**config.mk**
```make
export PLATFORM = sky130hd
export DESIGN_NAME = alu_seq_flat
export DESIGN_NICKNAME = d
export VERILOG_FILES = /design/src/rtl/alu_seq_if.sv /design/src/rtl/alu_seq.sv /design/src/flat_wrapper.sv
export SDC_FILE = /design/constraint.sdc
export NUM_CORES = 1
export LEC_CHECK = 0
export BUFFER_PORTS_ARGS = -buffer_cell sky130_fd_sc_hd__buf_2
export CAP_MARGIN = 20
export CELL_PAD_IN_SITES_DETAIL_PLACEMENT = 2
export CELL_PAD_IN_SITES_GLOBAL_PLACEMENT = 2
export CORE_MARGIN = 2
export CORE_UTILIZATION = 38
export DETAILED_ROUTE_END_ITERATION = 16
export PLACE_DENSITY_LB_ADDON = 0.1
export SLEW_MARGIN = 20
export SYNTH_ARGS = -nofsm -noshare
export SYNTH_HDL_FRONTEND = slang
export SYNTH_SLANG_ARGS = --single-unit
```
**constraint.sdc**
```tcl
create_clock -name Clk -period 3.28 [get_ports Clk]
set_input_delay 0.164 -clock Clk [delete_from_list [all_inputs] [get_ports Clk]]
set_output_delay 0.164 -clock Clk [all_outputs]
set_load 0.1 [all_outputs]
```
**src/rtl/alu_seq_if.sv**
```systemverilog
// rtl/alu_seq_if.sv - request/result bundle between the issue controller and alu_seq
interface alu_seq_if #(
  parameter int W   = 8,
  parameter int Ops = 4
);
  logic           Start;
  logic [Ops-1:0] OP;
  logic [W-1:0]   InputA;
  logic [W-1:0]   InputB;
  logic [W-1:0]   Out;
  logic           Done;
  logic           Busy;
  logic           Cond;
  logic           Carry;
  logic           Zero;
  logic           Err;

  modport master (
    output Start, OP, InputA, InputB,
    input  Out, Done, Busy, Cond, Carry, Zero, Err
  );

  modport slave (
    input  Start, OP, InputA, InputB,
    output Out, Done, Busy, Cond, Carry, Zero, Err
  );
endinterface

```
**src/rtl/alu_seq.sv**
```systemverilog
// rtl/alu_seq.sv - clocked ALU with start/done handshake and iterative MUL/DIV
// Single-cycle ops complete on the accepting edge; MUL/DIV spend exactly W edges in RUN.
module alu_seq #(
  parameter int W   = 8,
  parameter int Ops = 4
) (
  input logic       Clk,
  input logic       Reset_n,
  alu_seq_if.slave  bus
);
  localparam int CW = $clog2(W) + 1;

  localparam logic [Ops-1:0] OP_ADD = Ops'(0);
  localparam logic [Ops-1:0] OP_SUB = Ops'(1);
  localparam logic [Ops-1:0] OP_AND = Ops'(2);
  localparam logic [Ops-1:0] OP_OR  = Ops'(3);
  localparam logic [Ops-1:0] OP_NOT = Ops'(4);
  localparam logic [Ops-1:0] OP_XOR = Ops'(5);
  localparam logic [Ops-1:0] OP_LSH = Ops'(6);
  localparam logic [Ops-1:0] OP_RSH = Ops'(7);
  localparam logic [Ops-1:0] OP_SLT = Ops'(8);
  localparam logic [Ops-1:0] OP_SEQ = Ops'(9);
  localparam logic [Ops-1:0] OP_MUL = Ops'(10);
  localparam logic [Ops-1:0] OP_DIV = Ops'(11);

  typedef enum logic [1:0] {IDLE, RUN, DONE} state_t;

  state_t        state_q, state_n;
  logic [CW-1:0] cnt_q, cnt_n;
  logic          is_div_q, is_div_n;
  logic [W-1:0]  a_q, a_n;
  logic [W-1:0]  b_q, b_n;
  logic [W:0]    acc_q, acc_n;

  logic [W-1:0]  out_q;
  logic          done_q, cond_q, carry_q, zero_q, err_q;

  logic          complete;
  logic [W-1:0]  res;
  logic          cond_n, carry_n, err_n;
  logic [W:0]    sum;
  logic [W:0]    rem_sh;
  logic          qbit;

  always_ff @(posedge Clk or negedge Reset_n) begin
    if (!Reset_n) begin
      state_q <= IDLE;
    end else begin
      state_q <= state_n;
    end
  end

  always_comb begin
    state_n  = state_q;
    cnt_n    = cnt_q;
    is_div_n = is_div_q;
    a_n      = a_q;
    b_n      = b_q;
    acc_n    = acc_q;
    complete = 1'b0;
    res      = out_q;
    cond_n   = cond_q;
    carry_n  = carry_q;
    err_n    = 1'b0;
    sum      = '0;
    rem_sh   = '0;
    qbit     = 1'b0;

    case (state_q)
      RUN: begin
        // a_q doubles as dividend shifter and quotient accumulator for DIV
        if (is_div_q) begin
          rem_sh = {acc_q[W-1:0], a_q[W-1]};
          qbit   = (rem_sh >= {1'b0, b_q});
          acc_n  = qbit ? (rem_sh - {1'b0, b_q}) : rem_sh;
          a_n    = {a_q[W-2:0], qbit};
        end else begin
          acc_n  = b_q[0] ? (acc_q + {1'b0, a_q}) : acc_q;
          a_n    = a_q << 1;
          b_n    = b_q >> 1;
        end
        cnt_n = cnt_q + 1'b1;
        if (cnt_q == CW'(W - 1)) begin
          complete = 1'b1;
          res      = is_div_q ? a_n : acc_n[W-1:0];
          state_n  = DONE;
        end
      end

      default: begin
        state_n = IDLE;
        if (bus.Start) begin
          complete = 1'b1;
          state_n  = DONE;
          case (bus.OP)
            OP_ADD: begin
              sum     = {1'b0, bus.InputA} + {1'b0, bus.InputB};
              res     = sum[W-1:0];
              carry_n = sum[W];
            end
            OP_SUB: begin
              sum     = {1'b0, bus.InputA} + {1'b0, ~bus.InputB} + 1'b1;
              res     = sum[W-1:0];
              carry_n = sum[W];
            end
            OP_AND: res = bus.InputA & bus.InputB;
            OP_OR:  res = bus.InputA | bus.InputB;
            OP_NOT: res = ~bus.InputA;
            OP_XOR: res = bus.InputA ^ bus.InputB;
            // a shift amount of W or more already yields zero for a logical shift
            OP_LSH: res = bus.InputA << bus.InputB;
            OP_RSH: res = bus.InputA >> bus.InputB;
            OP_SLT: begin
              cond_n = (bus.InputA < bus.InputB);
              res    = {{(W-1){1'b0}}, cond_n};
            end
            OP_SEQ: begin
              cond_n = (bus.InputA == bus.InputB);
              res    = {{(W-1){1'b0}}, cond_n};
            end
            OP_MUL, OP_DIV: begin
              if (bus.OP == OP_DIV && bus.InputB == '0) begin
                res   = '1;
                err_n = 1'b1;
              end else begin
                complete = 1'b0;
                state_n  = RUN;
                a_n      = bus.InputA;
                b_n      = bus.InputB;
                acc_n    = '0;
                cnt_n    = '0;
                is_div_n = (bus.OP == OP_DIV);
              end
            end
            default: begin
              res   = '0;
              err_n = 1'b1;
            end
          endcase
        end
      end
    endcase
  end

  always_ff @(posedge Clk or negedge Reset_n) begin
    if (!Reset_n) begin
      cnt_q    <= '0;
      is_div_q <= 1'b0;
      a_q      <= '0;
      b_q      <= '0;
      acc_q    <= '0;
      out_q    <= '0;
      done_q   <= 1'b0;
      cond_q   <= 1'b0;
      carry_q  <= 1'b0;
      zero_q   <= 1'b0;
      err_q    <= 1'b0;
    end else begin
      cnt_q    <= cnt_n;
      is_div_q <= is_div_n;
      a_q      <= a_n;
      b_q      <= b_n;
      acc_q    <= acc_n;
      cond_q   <= cond_n;
      carry_q  <= carry_n;
      done_q   <= complete;
      err_q    <= complete & err_n;
      if (complete) begin
        out_q  <= res;
        zero_q <= (res == '0);
      end
    end
  end

  assign bus.Out   = out_q;
  assign bus.Done  = done_q;
  assign bus.Busy  = (state_q == RUN);
  assign bus.Cond  = cond_q;
  assign bus.Carry = carry_q;
  assign bus.Zero  = zero_q;
  assign bus.Err   = err_q;
endmodule

```
**src/flat_wrapper.sv**
```systemverilog
// flat-port wrapper written by rule: the top's interface ports become plain ports
module alu_seq_flat 
#(
  parameter int W   = 8,
  parameter int Ops = 4
)
  (Clk, Reset_n, bus_Start, bus_OP, bus_InputA, bus_InputB, bus_Out, bus_Done, bus_Busy, bus_Cond, bus_Carry, bus_Zero, bus_Err);
  alu_seq_if #(.W(W), .Ops(Ops)) bus_i ();
  input logic Clk;
  input logic Reset_n;
  input wire logic [$bits(bus_i.Start)-1:0] bus_Start;
  input wire logic [$bits(bus_i.OP)-1:0] bus_OP;
  input wire logic [$bits(bus_i.InputA)-1:0] bus_InputA;
  input wire logic [$bits(bus_i.InputB)-1:0] bus_InputB;
  output wire logic [$bits(bus_i.Out)-1:0] bus_Out;
  output wire logic [$bits(bus_i.Done)-1:0] bus_Done;
  output wire logic [$bits(bus_i.Busy)-1:0] bus_Busy;
  output wire logic [$bits(bus_i.Cond)-1:0] bus_Cond;
  output wire logic [$bits(bus_i.Carry)-1:0] bus_Carry;
  output wire logic [$bits(bus_i.Zero)-1:0] bus_Zero;
  output wire logic [$bits(bus_i.Err)-1:0] bus_Err;
  assign bus_i.Start = bus_Start;
  assign bus_i.OP = bus_OP;
  assign bus_i.InputA = bus_InputA;
  assign bus_i.InputB = bus_InputB;
  assign bus_Out = bus_i.Out;
  assign bus_Done = bus_i.Done;
  assign bus_Busy = bus_i.Busy;
  assign bus_Cond = bus_i.Cond;
  assign bus_Carry = bus_i.Carry;
  assign bus_Zero = bus_i.Zero;
  assign bus_Err = bus_i.Err;
  alu_seq #(.W(W), .Ops(Ops)) u_core (.Clk(Clk), .Reset_n(Reset_n), .bus(bus_i));
endmodule
```
# == Yosys cells after proc, flatten, opt, wreduce, memory -nomap -nowiden ==
# Index checks and enable logic that the tools add are counted.
# Widths: inputs -> output; s select.
# totals
latchBits,0
mem_bits_rw,0
memories,0
ff_bits,45
rom_bits,0
# classes
reduce_logical,16
shift,2
div,0
n_mul,0
eq_ne,18
bitwise,8
add_sub_neg,6
n_lt_le_gt_ge,2
mux,42
# op_table
op,count
$mux 8,14
$pmux 8 s11,1
$mux 9,7
$eq 4x3->1 const B,5
$add 8x8->9,2
$eq 4x4->1 const B,4
$logic_not 8->1,2
$mux 4,4
$not 8->8,2
$reduce_and 4->1,3
$mux 2,5
$reduce_or 10->1,1
$add 9x1->9 const B,1
$add 9x8->9,1
$ge 9x8->1,1
$reduce_and 3->1,3
$sub 9x8->9,1
$and 8x8->8,1
$eq 4x2->1 const B,2
$eq 8x8->1,1
$lt 8x8->1,1
$mux 1,8
$or 8x8->8,1
$reduce_bool 2->1,4
15 further kinds,19

# == Depth between registers and ports, before layout ==
# Gate-level depths: netlist of the first run.
# logic_depth
depth_word,7
ltp_mapped,12
mapped_depth_nobuf,12

# == Worst setup path after synthesis of the first run ==
# OpenSTA, ideal clock, no wires.
# synth_path
path_type,in2reg
from,in bus_InputB[1]
to,reg u_core.zero_q (netlist: u_core.bus.Zero)
path_buffers,2
arrival_ns,2.891
setup_ns,0.103
required_time_ns,3.177
path_slack_ns,0.286
cell_stages,12
path_cell_list,buf_6 > buf_2 > inv_1 > fa_1 > mux2_4 > a22o_1 > a221oi_2 > o211ai_1 > o31ai_2 > nand4_1 > or4_1 > o41ai_2
# synth_between
elab_chain_cells,7
word_cells_on_any_way,22
classes_between,add/sub (3); order compare (1); eq/ne (1); shift (2); mux (8); bitwise (4); reduce/logical (3)
# synth_rtl
element,line,source
start: declaration,flat_wrapper.sv:14,input wire logic [$bits(bus_i.InputB)-1:0] bus_InputB;
$not 8->8 or $logic_not 8->1 (tied branches),"alu_seq.sv:102, alu_seq.sv:122",
$add 8x8->9 or $logic_and 1x1->1 (tied branches),"alu_seq.sv:102, alu_seq.sv:122",
$add 9x1->9 or $mux 8 (tied branches),"alu_seq.sv:102, alu_seq.sv:122",
$pmux 8 s11,alu_seq.sv:95,case (bus.OP)
$mux 8,alu_seq.sv:92,if (bus.Start) begin
$mux 8,alu_seq.sv:69,case (state_q)
$logic_not 8->1,alu_seq.sv:170,zero_q <= (res == '0);
end signal: assignment,alu_seq.sv:170,
end: declaration,alu_seq.sv:36,"logic done_q, cond_q, carry_q, zero_q, err_q;"
# Parallel ways exist; a longest one is shown, timed or not.
# A chain may end at the register's enable or synchronous reset.

# == Worst setup path in the final report of the first run ==
# layout_path
from,reg u_core.acc_q[0]
to,reg u_core.zero_q (netlist: u_core.bus.Zero)
# layout_between
elab_chain_cells,7
word_cells_on_any_way,11
classes_between,add/sub (2); order compare (1); mux (7); reduce/logical (1)
# layout_rtl
element,line,source
start: declaration,alu_seq.sv:33,"logic [W:0] acc_q, acc_n;"
start signal: assignment,alu_seq.sv:163,acc_q <= acc_n;
$add 9x8->9 (tied with other cells),alu_seq.sv:78,"acc_n = b_q[0] ? (acc_q + {1'b0, a_q}) : acc_q;"
"$mux 9, on equally long branches","alu_seq.sv:78, alu_seq.sv:75",
$mux 9,alu_seq.sv:72,if (is_div_q) begin
$mux 8 (*),alu_seq.sv:85,res = is_div_q ? a_n : acc_n[W-1:0];
$mux 8 (*),alu_seq.sv:83,if (cnt_q == CW'(W - 1)) begin
$mux 8 (*),alu_seq.sv:69,
$logic_not 8->1 (*),alu_seq.sv:170,
# Every way passes the cells marked *; elsewhere a longest branch is shown, timed or not. The select of a mux whose other input is x is not followed.

==> results of run 1 <==
==> state kept, by name, indices dropped and copies added (netlist names), 2 cells and up <==
signal          cells
u_core.a_q          8
u_core.bus.Out      8
u_core.cnt_q        4
u_core.state_q      2
u_core.b_q          8
u_core.acc_q        8
==> cells in the mapped netlist (5+ instances only) <==
| cell type | count |
|---|---|
| o21bai_1 | 5 |
| o211ai_1 | 8 |
| clkbuf_1 | 11 |
| ha_1 | 43 |
| mux2i_1 | 21 |
| xor2_1 | 7 |
| nor3_1 | 11 |
| nor2_1 | 56 |
| mux2_2 | 5 |
| buf_4 | 6 |
| mux4_2 | 6 |
| nor2b_1 | 16 |
| buf_6 | 7 |
| a31oi_1 | 6 |
| nand2_1 | 46 |
| nor4_1 | 5 |
| buf_2 | 8 |
| inv_1 | 41 |
| a211oi_1 | 9 |
| nor3b_1 | 7 |
| a21oi_1 | 42 |
| nand2b_1 | 7 |
| dfrtp_1 | 44 |
| xnor2_1 | 8 |
| nand3b_1 | 5 |
| nand3_1 | 25 |
| a221oi_1 | 11 |
| nand4_1 | 10 |
| o21ai_0 | 39 |
==> repair_timing <==
item,CTS,global route
resized for setup,0,3
hold buffers,0,1
endpoints found under the setup margin,0,6
hold endpoints to repair,0,44
==> cell families (layout without fill, tap and decap cells) <==
family,count (synthesis),after routing,synth area share (%)
simple gates,211,211,22.0
compound gates,172,172,24.1
buf+inv,76,124,7.63
fa+ha+maj,47,47,12.6
flops,44,44,22.4
mux,33,33,8.49
xor+xnor,15,15,2.68
==> where the power goes <==
part	switching, mW	internal, mW	leakage, nW
Combinational	1.23	0.716	1.90
Clock	0.223	0.281	0.0736
Sequential	0.207	0.698	0.549
Total	1.66	1.70	2.53
==> cells in the final DEF (no fill, tap or decap), types with 3 or more instances in the layout <==
master and n:
mux2i_1 21, nand3b_1 5, nor3b_1 7, ha_1 43, fa_1 4, buf_2 35, a22oi_1 3, dfrtp_1 43
mux4_2 6, and3_1 3, a221oi_1 11, or4_1 3, buf_4 36, mux2_2 5, clkbuf_16 5, o211ai_1 8
nand3_1 25, nand4_1 10, a211oi_1 9, nand2b_1 7, o221ai_1 3, a211o_1 3, o21bai_1 5, a21boi_0 3
and2_1 3, nor3_1 11, nor2_1 55, xnor2_1 8, xor2_1 7, nor4_1 5, a32oi_1 3, a21o_1 3
o21ai_0 39, inv_1 41, nor2b_1 16, nand2_1 46, a31oi_1 6, a21oi_1 41
==> cell type report <==
type | count | share of cell area, %
well taps | 172 | 3.88
repair buffers | 73 | 8.58
inverters | 43 | 2.91
clock inverters | 3 | 0.339
multi-input cells | 478 | 62.1
clock buffers | 5 | 2.26
flip-flops and latches | 44 | 19.9
==> routing by layer <==
metal | up-vias | share of wire, % | track usage, %
li1 | 2283 | - | -
met1 | 2586 | 48 | 43.5
met3 | 26 | 6.2 | 6.64
met4 | 0 | 2.1 | 7.45
met5 | - | 0 | 0
met2 | 161 | 43 | 43.9
==> worst max-delay path by stage <==
stage	startpoint	endpoint	slack [ns]	depth (start not counted)
floorplan	bus_InputB[1]	u_core.bus.Zero	0.29	12
global placement	bus_InputA[0]	u_core.bus.Zero	0.23	13
detailed placement	bus_InputB[1]	u_core.bus.Zero	0.09	10
CTS	u_core.acc_q[0]	u_core.acc_q[6]	0.04	9
global route	u_core.acc_q[0]	u_core.bus.Zero	0.009	10
finish	u_core.acc_q[0]	u_core.bus.Zero	0.17	10
==> per-stage QoR <==
stage | hold WS, ns | util, %
finish | 0.234 | 43.9
CTS | 0.0897 | 43.7
global route | 0.261 | 43.9
global placement | 0.384 | 42.6
detailed placement | 0.400 | 42.6
floorplan | -0.132 | -
==> critical path, stage by stage, from the launching register on <==
cell      delay [ns]
dfrtp_2         0.47
ha_1            0.26
fa_1            0.47
a21o_1          0.21
a21oi_2         0.16
xnor2_1         0.15
a21oi_1         0.09
nor2_1          0.17
o311ai_0        0.20
or4_1           0.57
o41ai_2         0.24
==> flow_metrics.env, run 1 <==
export IMPL_syn_area_um2=4900
export IMPL_yosysTopAreaCellShare_pct=22.4
export IMPL_synth_edf_count=0
export IMPL_synth_net_count=668
export IMPL_clk_pin_slew_ns=0.07
export IMPL_stdcell_area_um2=5540
export IMPL_p_per_area_nw_per_um2=606
export IMPL_drv_cap=0
export IMPL_rsz0062_at_grt="no"
export IMPL_track_usage_pct=29.6
export IMPL_regArea_um2=1100
export IMPL_period_share_pct=94.7
export IMPL_cts_made_buffers=5
export IMPL_dp_hpwl_um=16400
export IMPL_arrival_ns=3.29
export IMPL_cts_sinks=44
export IMPL_cts_htree_levels=2
export IMPL_multi_input_area_um2=3440
export IMPL_drive_gt1_share_pct=16.7
export IMPL_fin_skew_ns=0.00413
export IMPL_synth_seq_cells=44
export IMPL_hold_path_depth=3
export IMPL_numPortBuffers=36
export IMPL_cts_tree="built"
export IMPL_setup_ws_ns=0.174
export IMPL_die_area_um2=13800
export IMPL_ys_flop_type="dfrtp_1"
export IMPL_p_leak_nw=2.53
export IMPL_crit_type="register to register"
export IMPL_drt_pass1_iterations=4
export IMPL_syn_inst=598
export IMPL_chipWidth_um=118
export IMPL_core_area_um2=12600
export IMPL_path_max_fanout=6
export IMPL_area_growth_pct=13.0
export IMPL_grt_pass1_vias=5257
export IMPL_reg2reg_slack_ns=0.17
export IMPL_worstHoldPathType="input pin to register"
export IMPL_synth_top_area_cell="dfrtp_1"
export IMPL_gr_total_overflow=0
export IMPL_timing_rr_end="u_core.bus.Zero"
export IMPL_cts_root_buffer="clkbuf_16"
export IMPL_ys_types=77
export IMPL_antenna_found_initial=0
export IMPL_final_hold_violation_count=0
export IMPL_hp_start="bus_InputB[5]"
export IMPL_clockBufferDepth=2
export IMPL_synth_area_per_cell_um2=8.20
export IMPL_instances_no_fill=818
export IMPL_status="completed"
export IMPL_finalSetupViolCount=0
export IMPL_via_per_inst=6.18
export IMPL_fin_nets=715
export IMPL_reg2reg_from="u_core.acc_q[0]"
export IMPL_async_reset_ff_share_pct=100
export IMPL_initial_core_util_pct=38.9
export IMPL_yosys_top_cells_area="dfrtp_1 (22%), ha_1 (11%), a21oi_1 (4.3%), mux2i_1 (4.3%), nor2_1 (4.3%)"
export IMPL_critPathCaptureType="register"
export IMPL_hold_end="u_core.b_q[5]"
export IMPL_fin_setup_tns_ns=0
export IMPL_grt_max_degree=45
export IMPL_num_io_pins=37
export IMPL_n_antenna_cell=0
export IMPL_critPathLaunchType="register"
export IMPL_antenna_left=0
export IMPL_max_slew_margin_pct=31.9
export IMPL_wl_per_cell_um=25.0
export IMPL_clk_latency_ns=0.29
export IMPL_dpl_cell_count=809
export IMPL_peakVddDrop_mv=0.291
export IMPL_drt_total_wl_um=20400
export IMPL_fin_crit_ns=3.11
export IMPL_slew_violations=0
export IMPL_vias=5056
export IMPL_drc=0
export IMPL_synth_warnings=0
export IMPL_drt_iter0_drc=338
export IMPL_post_cts_setup_buffer_count=0
export IMPL_grt_first_pass_wirelength_um=31800
export IMPL_rows=41
export IMPL_routabilityCongestion=0.978
export IMPL_power_total_mw=3.36
export IMPL_max_freq_mhz=322
export IMPL_reg2reg_depth=10
export IMPL_place_ws_ns=0.0865
export IMPL_ys_seq_area_share_pct=22.4
export IMPL_cp_required_ns=3.46
export IMPL_fp_dieH_um=118
export IMPL_worst_slew_pin_slew_ns=1.02
export IMPL_dpl_instance_area_um2=5370
export IMPL_nFillCells=1474
(Power assumes the default switching activity.)
==> run 2, diff against run 1 <==
--- a/config.mk
+++ b/config.mk
@@ -12,6 +12,7 @@
 export CORE_MARGIN = 2
 export CORE_UTILIZATION = 38
 export DETAILED_ROUTE_END_ITERATION = 16
+export GPL_TIMING_DRIVEN = 0
 export PLACE_DENSITY_LB_ADDON = 0.1
 export SLEW_MARGIN = 20
 export SYNTH_ARGS = -nofsm -noshare
==> run 2 against run 1 <==
Sequential power is 0.7% higher. Worst setup slack worse by 0.098 ns. Total power is 3.9% higher. Clock power is 22% higher.
==> flow_metrics.env, run 2 (synthesis gave the netlist of run 1 again) <==
export IMPL_grt_first_pass_wirelength_um=31800
export IMPL_dp_hpwl_um=16300
export IMPL_finalSetupViolCount=0
export IMPL_chipWidth_um=118
export IMPL_slew_violations=0
export IMPL_num_io_pins=37
export IMPL_instances_no_fill=817
export IMPL_cp_common_cell="buf_2"
export IMPL_gr_total_overflow=0
export IMPL_cts_made_buffers=5
export IMPL_slowest_delay_ns=0.63
export IMPL_period_share_pct=97.7
export IMPL_reg2reg_slack_ns=0.18
export IMPL_numPortBuffers=36
export IMPL_cts_tree="built"
export IMPL_hp_start="bus_InputB[5]"
export IMPL_critPathLaunchType="input pin"
export IMPL_drt_iter0_drc=330
export IMPL_antenna_found_initial=0
export IMPL_startpoint="bus_InputA[4]"
export IMPL_fp_dieH_um=118
export IMPL_area_growth_pct=13.6
export IMPL_drv_cap=0
export IMPL_clk_latency_ns=0.30
export IMPL_fin_skew_ns=0.0124
export IMPL_cts_root_buffer="clkbuf_16"
export IMPL_clockBufferDepth=2
export IMPL_arrival_ns=3.40
export IMPL_cp_top_family="compound AO/OA/AOI/OAI gates"
export IMPL_routabilityCongestion=0.954
export IMPL_p_leak_nw=2.49
export IMPL_p_per_area_nw_per_um2=625
export IMPL_track_usage_pct=29.5
export IMPL_initial_core_util_pct=38.9
export IMPL_hold_slack_ns=0.244
export IMPL_crit_type="input pin to register"
export IMPL_drt_total_wl_um=20300
export IMPL_grt_pass1_vias=5376
export IMPL_peakVddDrop_mv=0.326
export IMPL_cp_required_ns=3.48
export IMPL_vias=5067
export IMPL_final_hold_violation_count=0
export IMPL_fin_nets=714
export IMPL_stdcell_area_um2=5570
export IMPL_clk_pin_slew_ns=0.07
export IMPL_critPathCaptureType="register"
export IMPL_worstHoldPathType="input pin to register"
export IMPL_antenna_left=0
export IMPL_drive_gt1_share_pct=16.3
export IMPL_n_antenna_cell=0
export IMPL_path_buf_inv=4
export IMPL_die_area_um2=13800
export IMPL_final_cell_mix="nor2_1 (54), nand2_1 (46), ha_1 (43), dfrtp_1 (43)"
export IMPL_hold_path_depth=3
export IMPL_reg2reg_depth=10
export IMPL_layout_commonest_cell="nor2_1"
export IMPL_wl_per_cell_um=24.8
export IMPL_crit_slowest_cell="or4_1"
export IMPL_core_area_um2=12600
export IMPL_max_freq_mhz=312
export IMPL_via_per_inst=6.20
export IMPL_status="completed"
export IMPL_rsz0062_at_grt="yes"
export IMPL_dpl_instance_area_um2=5310
export IMPL_fin_crit_ns=3.20
export IMPL_reg2reg_from="u_core.state_q[1]"
export IMPL_cts_sinks=44
export IMPL_drt_pass1_iterations=4
export IMPL_worst_slew_pin_slew_ns=0.992
export IMPL_hold_end="u_core.b_q[5]"
export IMPL_timing_rr_end="u_core.bus.Zero"
export IMPL_rows=41
export IMPL_max_slew_margin_pct=33.3
export IMPL_crit_chain="buf_2 -> clkbuf_1 -> inv_1 -> ha_1 -> buf_2 -> or4_1 -> a31oi_2 -> nor3_1 -> a2111oi_1 -> a22o_1 -> a21bo_2 -> o41ai_2"
export IMPL_cts_htree_levels=2
export IMPL_dpl_cell_count=806
export IMPL_grt_max_degree=45
export IMPL_path_max_fanout=10
export IMPL_drc=0
==> run 2: per-stage QoR <==
stage	utilization, %	total power, mW	TNS, ns	setup slack, ns
global placement	42.0	2.72	-0.946	-0.551
global route	44.2	3.73	-0.0290	-0.0290
detailed placement	42.0	2.82	-1.56	-0.654
CTS	43.7	3.46	0	0.0647
floorplan	-	2.23	0	0.286
finish	44.2	3.49	0	0.0761
==> run 2: routing by layer <==
metal / GRT usage, % / wire (um) / up-vias / share of wire [%]
met2: 46.1 / 9250 / 131 / 46
met3: 4.94 / 1010 / 23 / 5.0
met4: 6.78 / 391 / 0 / 1.9
met1: 42.5 / 9640 / 2626 / 47
li1: - / - / 2287 / -
met5: 0 / 0 / - / 0
==> run 2: worst max path at each step <==
| stage | to | cells after the start |
|---|---|---|
| floorplan | u_core.bus.Zero | 12 |
| global placement | u_core.bus.Zero | 13 |
| detailed placement | u_core.bus.Zero | 13 |
| CTS | u_core.bus.Zero | 10 |
| global route | u_core.bus.Zero | 12 |
| finish | u_core.bus.Zero | 12 |
==> run 2: cell type report <==
| cell class | instances | area, um2 |
|---|---|---|
| well taps | 172 | 215 |
| flip-flops and latches | 44 | 1100 |
| inverters | 43 | 165 |
| plain buffers | 32 | 211 |
| repair buffers | 40 | 215 |
| fillers | 1496 | 7050 |
| multi-input cells | 478 | 3490 |
| clock inverters | 2 | 38.8 |
| clock buffers | 6 | 139 |
==> run 2: tightest hold or removal path, delay by kind of cell <==
family / cells / cell delay [ns]
compound gates: 1 / 0.09
buf+inv: 2 / 0.23
==> run 2: repair_timing <==
| action | in CTS | in global routing |
|---|---|---|
| pin swaps | 1 | 0 |
| endpoints found under the setup margin | 1 | 3 |
| setup buffers | 3 | 0 |
| endpoints found under the hold margin | 0 | 44 |
| resized for setup | 3 | 13 |
| hold buffers | 0 | 1 |
==> run 2: report_power, final <==
part | internal (mW) | total [mW] | leakage [nW] | switching, mW
Clock | 0.382 | 0.614 | 0.0871 | 0.232
Combinational | 0.713 | 1.96 | 1.86 | 1.25
Sequential | 0.697 | 0.911 | 0.549 | 0.213
Total | 1.79 | 3.49 | 2.49 | 1.69
